==> src/rtl/mem_port_arbiter.sv <==
// Shares one memory port between instruction fetch and data access, with a watchdog on stuck transactions.
// Optional round-robin arbitration is enabled by defining MEM_ARB_RR_EN; the default is data-over-fetch priority.
module mem_port_arbiter #(
  parameter int ADDR_W      = 32,
  parameter int DATA_W      = 32,
  parameter int TIMEOUT_CYC = 255
) (
  input  logic                clk,
  input  logic                rst,
  input  logic                if_req,
  input  logic [ADDR_W-1:0]   if_addr,
  output logic [DATA_W-1:0]   if_rdata,
  output logic                if_valid,
  output logic                if_stall,
  input  logic                d_req,
  input  logic                d_we,
  input  logic [ADDR_W-1:0]   d_addr,
  input  logic [DATA_W-1:0]   d_wdata,
  input  logic [DATA_W/8-1:0] d_be,
  output logic [DATA_W-1:0]   d_rdata,
  output logic                d_valid,
  output logic                d_stall,
  output logic                mem_req,
  output logic                mem_we,
  output logic [ADDR_W-1:0]   mem_addr,
  output logic [DATA_W-1:0]   mem_wdata,
  output logic [DATA_W/8-1:0] mem_be,
  input  logic                mem_gnt,
  input  logic                mem_rvalid,
  input  logic [DATA_W-1:0]   mem_rdata,
  output logic                err
);

  localparam int   BE_W  = DATA_W/8;
  localparam logic OWN_I = 1'b0;
  localparam logic OWN_D = 1'b1;

  typedef enum logic [1:0] {IDLE, ISSUE, WAIT, RESP} state_t;

  typedef struct packed {
    logic              we;
    logic [ADDR_W-1:0] addr;
    logic [DATA_W-1:0] wdata;
    logic [BE_W-1:0]   be;
  } mreq_t;

  state_t                 state_q, state_d;
  mreq_t                  req_q, req_sel;
  logic                   owner_q, pick;
  logic                   start, done, timeout, busy;
  logic [1:0]             valid;
  logic [1:0][DATA_W-1:0] rdata_q;
  logic                   err_q;

  assign start = (state_q == IDLE) & (if_req | d_req);
  assign busy  = (state_q == ISSUE) | (state_q == WAIT);
  assign done  = ((state_q == ISSUE) & mem_gnt & mem_rvalid) | ((state_q == WAIT) & mem_rvalid);

`ifdef MEM_ARB_RR_EN
  logic last_grant;

  always_ff @(posedge clk or negedge rst) begin
    if (!rst)       last_grant <= OWN_I;
    else if (start) last_grant <= pick;
  end

  assign pick = (d_req & if_req) ? ~last_grant : d_req;
`else
  assign pick = d_req;
`endif

  // fetches are always full-word reads
  always_comb begin
    req_sel = '{we: 1'b0, addr: if_addr, wdata: '0, be: '1};
    if (pick == OWN_D) req_sel = '{we: d_we, addr: d_addr, wdata: d_wdata, be: d_be};
  end

  // a genuine completion in the final watchdog cycle takes precedence over the timeout
  generate
    if (TIMEOUT_CYC > 0) begin : g_wdog
      localparam int CNT_W = $clog2(TIMEOUT_CYC + 1);
      logic [CNT_W-1:0] cnt_q;

      always_ff @(posedge clk or negedge rst) begin
        if (!rst)       cnt_q <= '0;
        else if (start) cnt_q <= '0;
        else if (busy)  cnt_q <= cnt_q + CNT_W'(1);
      end

      assign timeout = busy & (cnt_q == CNT_W'(TIMEOUT_CYC - 1)) & ~done;
    end else begin : g_no_wdog
      assign timeout = 1'b0;
    end
  endgenerate

  always_ff @(posedge clk or negedge rst) begin
    if (!rst) state_q <= IDLE;
    else      state_q <= state_d;
  end

  always_comb begin
    state_d = state_q;
    unique case (state_q)
      IDLE:    if (if_req | d_req)   state_d = ISSUE;
      ISSUE:   if (done | timeout)   state_d = RESP;
               else if (mem_gnt)     state_d = WAIT;
      WAIT:    if (done | timeout)   state_d = RESP;
      RESP:                          state_d = IDLE;
      default:                       state_d = IDLE;
    endcase
  end

  always_comb begin
    mem_req = (state_q == ISSUE);
    valid   = '0;
    if (state_q == RESP) valid[owner_q] = 1'b1;
  end

  always_ff @(posedge clk or negedge rst) begin
    if (!rst) begin
      req_q   <= '0;
      owner_q <= OWN_I;
      rdata_q <= '0;
      err_q   <= 1'b0;
    end else begin
      if (start) begin
        req_q   <= req_sel;
        owner_q <= pick;
      end
      if (done) begin
        rdata_q[owner_q] <= req_q.we ? '0 : mem_rdata;
      end else if (timeout) begin
        rdata_q[owner_q] <= '0;
        err_q            <= 1'b1;
      end
    end
  end

  assign mem_we    = req_q.we;
  assign mem_addr  = req_q.addr;
  assign mem_wdata = req_q.wdata;
  assign mem_be    = req_q.be;

  assign if_valid  = valid[OWN_I];
  assign d_valid   = valid[OWN_D];
  assign if_rdata  = rdata_q[OWN_I];
  assign d_rdata   = rdata_q[OWN_D];
  // stalls are masked during reset so every output reads 0 while rst is low
  assign if_stall  = rst & if_req & ~valid[OWN_I];
  assign d_stall   = rst & d_req  & ~valid[OWN_D];
  assign err       = err_q;

endmodule

==> config.mk <==
export PLATFORM = sky130hd
export DESIGN_NAME = mem_port_arbiter
export DESIGN_NICKNAME = d
export VERILOG_FILES = /design/src/rtl/mem_port_arbiter.sv
export SDC_FILE = /design/constraint.sdc
export NUM_CORES = 1
export LEC_CHECK = 0
export BUFFER_PORTS_ARGS = -buffer_cell sky130_fd_sc_hd__buf_2
export CAP_MARGIN = 20
export CORE_MARGIN = 3
export CORE_UTILIZATION = 50
export DETAILED_ROUTE_END_ITERATION = 7
export PLACE_DENSITY = 0.85
export REMOVE_ABC_BUFFERS = 1
export SYNTH_ARGS = -nofsm -noshare
export SYNTH_HDL_FRONTEND = slang
export SYNTH_SLANG_ARGS = --single-unit
==> constraint.sdc <==
create_clock -name clk -period 2.99 [get_ports clk]
set_input_delay 0.1495 -clock clk [delete_from_list [all_inputs] [get_ports clk]]
set_output_delay 0.1495 -clock clk [all_outputs]
set_load 0.005 [all_outputs]
# Word-level counts from Yosys, hierarchy flattened
# Index checks and enable logic that the tools add are counted.
op_classes:
  addsub: 1
  n_lt_le_gt_ge: 2
  n_eq_ne: 7
  muxes: 17
  n_bitwise: 19
  reduce_logical: 6
op_table:
  columns: ["cell", "n"]
  rows:
  - ["two-way mux 64 bit", 2]
  - ["two-way mux 69 bit", 1]
  - ["bitwise AND 64 bit", 1]
  - ["bitwise mux 64 bit", 1]
  - ["two-way mux 32 bit", 2]
  - ["NOT 64 bit", 1]
  - ["demux 32 bit (select 1 bit)", 1]
  - ["two-way mux 8 bit", 2]
  - ["bitwise AND 1 bit", 10]
  - ["two-way mux 2 bit", 5]
  - ["adder 8 x 1 -> 8 bit (second input constant)", 1]
  - ["equality test 8 bit (second input constant)", 1]
  - ["one-hot mux 2 bit (4 select lines)", 1]
  - ["equality test 2 bit (second input constant)", 2]
  - ["!= test 2 x 1 -> 1 bit (second input constant)", 2]
  - ["OR 1 bit", 4]
  - ["nonzero test 2 bit", 2]
  - ["!= test 3 x 1 -> 1 bit (second input constant)", 1]
  - ["NOT 1 bit", 3]
  - ["AND reduction 3 bit", 1]
  - ["equality test 2 x 1 -> 1 bit (second input constant)", 1]
  - ["logical NOT 2 bit", 1]
  - ["< comparator 1 x 2 -> 1 bit (second input constant)", 1]
  - ["AND reduction 2 bit", 1]
  - ["4 further kinds", 4]
totals:
  reg_bits: 145
  input_bits: 139
  elab_cells: 62

# Longest topological paths before layout
depth:
  ltp_word: 9
  mapped_depth: 8
  mapped_depth_nobuf: 6

# Worst setup path before layout
# OpenSTA, ideal clock, no wires.
synth_timing:
  kind: "reg2reg"
  start: "reg state_q[0]"
  end: "reg state_q[1]"
  t_arrival_ns: 1.660
  t_required_ns: 2.862
  setup_slack_ns: 1.203
  stages_incl_launch_ff: 8
  path_buffers: 1
  period_less_slack_ns: 1.787
  path_cell_list: "dfrtp_1 -> inv_1 -> ha_1 -> buf_2 -> nand4_2 -> a2bb2oi_1 -> a22oi_1 -> mux2_1"
synth_between:
  elab_chain_cells: 9
  word_cells_on_any_way: 19
  cone_classes: "eq/ne (6); mux (2); bitwise (9); reduce/logical (2)"
synth_lines:
  columns: ["element", "line_no", "rtl"]
  rows:
  - ["from (decl)", "47", "state_t state_q, state_d;"]
  - ["from (signal assigned)", "98", "else state_q <= state_d;"]
  - ["equality test 2 x 1 -> 1 bit", "56, 57, 103", null]
  - ["bitwise AND 1 bit (2 in a row)", "57", "assign done = ((state_q == ISSUE) & mem_gnt & mem_rvalid) | ((state_q == WAIT) & mem_rvalid);"]
  - ["OR 1 bit", "57", null]
  - ["NOT 1 bit", "90", "assign timeout = busy & (cnt_q == CNT_W'(TIMEOUT_CYC - 1)) & ~done;"]
  - ["bitwise AND 1 bit", "90", null]
  - ["OR 1 bit", "105", "ISSUE: if (done | timeout) state_d = RESP;"]
  - ["two-way mux 2 bit", "105", null]
  - ["one-hot mux 2 bit (4 select lines) *", "103", "unique case (state_q)"]
  - ["via state_d[1]", "47", null]
# The timed path passes the listed nets; every way through them passes the cells marked *.
# A chain may end at the register's enable or synchronous reset.

# Worst setup path in the final report
layout_timing:
  start: "reg state_q[1]"
  end: "reg rdata_q (netlist bit if_rdata[14])"
layout_between:
  elab_chain_cells: 7
  word_cells_on_any_way: 12
  cone_classes: "eq/ne (2); mux (1); bitwise (8); reduce/logical (1)"
layout_lines:
  columns: ["element", "line_no", "rtl"]
  rows:
  - ["equality test 2 x 1 -> 1 bit", "56, 57", null]
  - ["bitwise AND 1 bit (2 in a row)", "57", null]
  - ["OR 1 bit", "57", null]
  - ["NOT 1 bit", "90", null]
  - ["bitwise AND 1 bit", "90", null]
  - ["nonzero test 2 bit (no line)", null, null]
  - ["to (signal, indexed assignment)", "131", "rdata_q[owner_q] <= req_q.we ? '0 : mem_rdata;"]
  - ["to (decl)", "52", "logic [1:0][DATA_W-1:0] rdata_q;"]
# Parallel ways exist; a longest one is shown, timed or not.

==> results.yml <==
clocking:
  numCtsBuffers: 17
  cts_tree: "built"
  htreeDepth: 4
  postCtsSetupBuffers: 0
  clockBufferDepth: 2
  post_cts_resized: 0
  clkSlewWorstSetupHoldPaths_ns: 0.06
  clkSinkCount: 145
  holdBufCountCts: 65
  root_buffer: "clkbuf_16"
  clock_latency_ns: 0.41
critical_path:
  arrival_ns: 2.47
  slowest_delay_ns: 0.43
  cp_cell_sequence: "inv_1, ha_2, nand4_2, o2bb2ai_2, nand2b_2, a22o_1"
  reg2reg_slack_ns: 0.81
  cp-start-kind: "flip-flop"
  cp-end-kind: "flip-flop"
  r2r_cells: 6
  crit_slowest_cell: "ha_2"
  critical_path_peak_fanout: 32
  startpoint: "state_q[1]"
  r2r-end: "if_rdata[14]"
  crit_required_ns: 3.28
  r2r_start: "state_q[1]"
  crit_type: "flip-flop to flip-flop"
job:
  drv_cap: 0
synthesis:
  async_flop_share: 1.00
  synth_cells: 522
  netlist_area_mm2: 0.00595
  synth-seq-area-share: 0.610
  synth-seq-cells: 145
  yosysMostFrequentCell: "dfrtp_1"
  synth_edf_count: 0
  synth_top_cell_area_share: 0.610
  ys_warn_count: 0
  netlist-cell-type-count: 36
  synth_area_leaders: "dfrtp_1, a22o_1, nand2_1"
  synth_area_leader_cell: "dfrtp_1"
  synth_area_per_cell_um2: 11.4
  synth_common_cells: "dfrtp_1, nand2_1, a22o_1"
  ys.flop_type: "dfrtp_1"
floorplan:
  die_area_mm2: 0.0132
  ioPinCount: 278
  rows: 39
  coreArea_mm2: 0.0115
  dieHeight_um: 115
  initial_core_util: 0.517
  die_x_um: 115
layout:
  multi_input_area_mm2: 0.00209
  final_cells: 1009
  diodes: 0
  fill_cells: 693
  nNetsFinal: 998
  areaGrowthSynthToFinish_pct: 44.7
  drive_gt1_frac: 0.374
  regArea_mm2: 0.00363
placement:
  dp_cells: 912
  dpl.hpwl_mm: 11.7
  portBuffers: 277
  place.gp.congestion: 0.888
worst_hold_path:
  min_from: "mem_rdata[8]"
  min_path_cells: 2
  hp-class: "primary input to flip-flop"
  holdPathEnd: "d_rdata[8]"
timing:
  slew_violations: 0
  rsz0062_at_grt: "false"
  period_share: 0.729
  period_needed_ns: 2.18
  fmax_mhz: 459
  whs_ns: 0.0204
  setup_viol: 0
  tns_ns: 0
  tightest_slew_ns: 1.06
  slew_headroom: 0.293
  finalClockSkew_ns: 0.00987
  hold_viol: 0
routing:
  avgViaCountPerCell: 5.56
  drc: 0
  first_iter_violations: 585
  wire_per_inst_um: 18.9
  totalWireLength_mm: 19.0
  via_count: 5609
  dr.pass1.iters: 5
  final_antenna_net_count: 0
global_route:
  grt-ovfl-total: 0
  gr-usage-all-layers: 0.284
  grt_max_degree: 78
  antenna_found_initial: 0
  grt_pass1_wl_mm: 29.0
  grt_pass1_vias: 5605
power_and_ir_drop:
  leakage_uw: 0.00475
  p_per_area_mw_per_mm2: 997
  max-vdd-ir-drop_uv: 546
run_status:
  outcome: "finished clean"
stage by stage:
| step | util | total power (µW) | worst slack (ns) | instance area [µm²] |
|---|---|---|---|---|
| after floorplan | - | 4830 | 0.158 | 5740 |
| after global placement | 0.642 | 6240 | 0.986 | 7390 |
| after detailed placement | 0.642 | 6410 | 0.837 | 7390 |
| after CTS | 0.748 | 8510 | 0.829 | 8610 |
| after global routing | 0.748 | 9110 | 0.694 | 8610 |
| final | 0.748 | 8590 | 0.810 | 8610 |
how the worst max path moves through the flow:
stage | endpoint | depth (start not counted)
2_1_floorplan | mem_addr[0] | 5
3_3_place_gp | if_rdata[0] | 6
3_5_place_dp | if_rdata[16] | 6
4_1_cts | if_rdata[16] | 6
5_1_grt | if_rdata[1] | 6
6_report | if_rdata[14] | 6
kinds of logic after synthesis:
logic type,synth area share
xor+xnor,0.00736
flops,0.610
buf+inv,0.0414
simple gates,0.128
compound gates,0.142
mux,0.0591
fa+ha+maj,0.0126
registers in the layout, indices dropped and copies added (netlist names):
name	count
mem_be	4
err	1
mem_wdata	32
mem_addr	32
d_rdata	32
if_rdata	32
owner_q	1
g_wdog.cnt_q	8
state_q	2
mem_we	1
power breakdown:
part | switching [µW] | internal (µW) | total [µW]
combinational | 1650 | 1460 | 3110
sequential | 597 | 2880 | 3480
clock | 811 | 1190 | 2000
area by class of cell:
cell class / instances / area share
multi-input combinational: 331 / 0.243
inverter: 9 / 0.00392
timing repair buffer: 349 / 0.245
sequential: 145 / 0.422
tap: 143 / 0.0208
clock buffer: 20 / 0.0531
clock inverter: 12 / 0.0126
layout by cell type, fill, tap and decap left out, drive strengths merged, types with 2 or more instances in the layout:
master,count
clkinvlp,5
dfrtp,145
a22o,63
clkinv,4
dlygate4sd3,65
clkbuf,20
a22oi,2
buf,284
or3,2
inv,11
a31oi,4
ha,6
mux2i,34
a21o,4
nor2b,2
xor2,3
a21oi,2
o21ai,35
nand2,107
nand4,4
nand3,35
nor3,2
nor2,16
xnor2,2
worst max-delay path: cells and delay by family, from the launching register on:
kind                       cells  cell delay (ns)
buffers and inverters          1             0.10
AOI/OAI and AO/OA              2             0.54
and+or+nand+nor                2             0.55
DFF                            1             0.41
adders and majority gates      1             0.43
per-layer routing:
layer	GRT usage	wire length, µm	up-vias
met4	0.146	782	0
met2	0.493	9800	366
li1	-	-	2494
met3	0.0632	1590	65
met1	0.330	6840	2684
met5	0	0	-
Power figures use the tool's default switching activity.
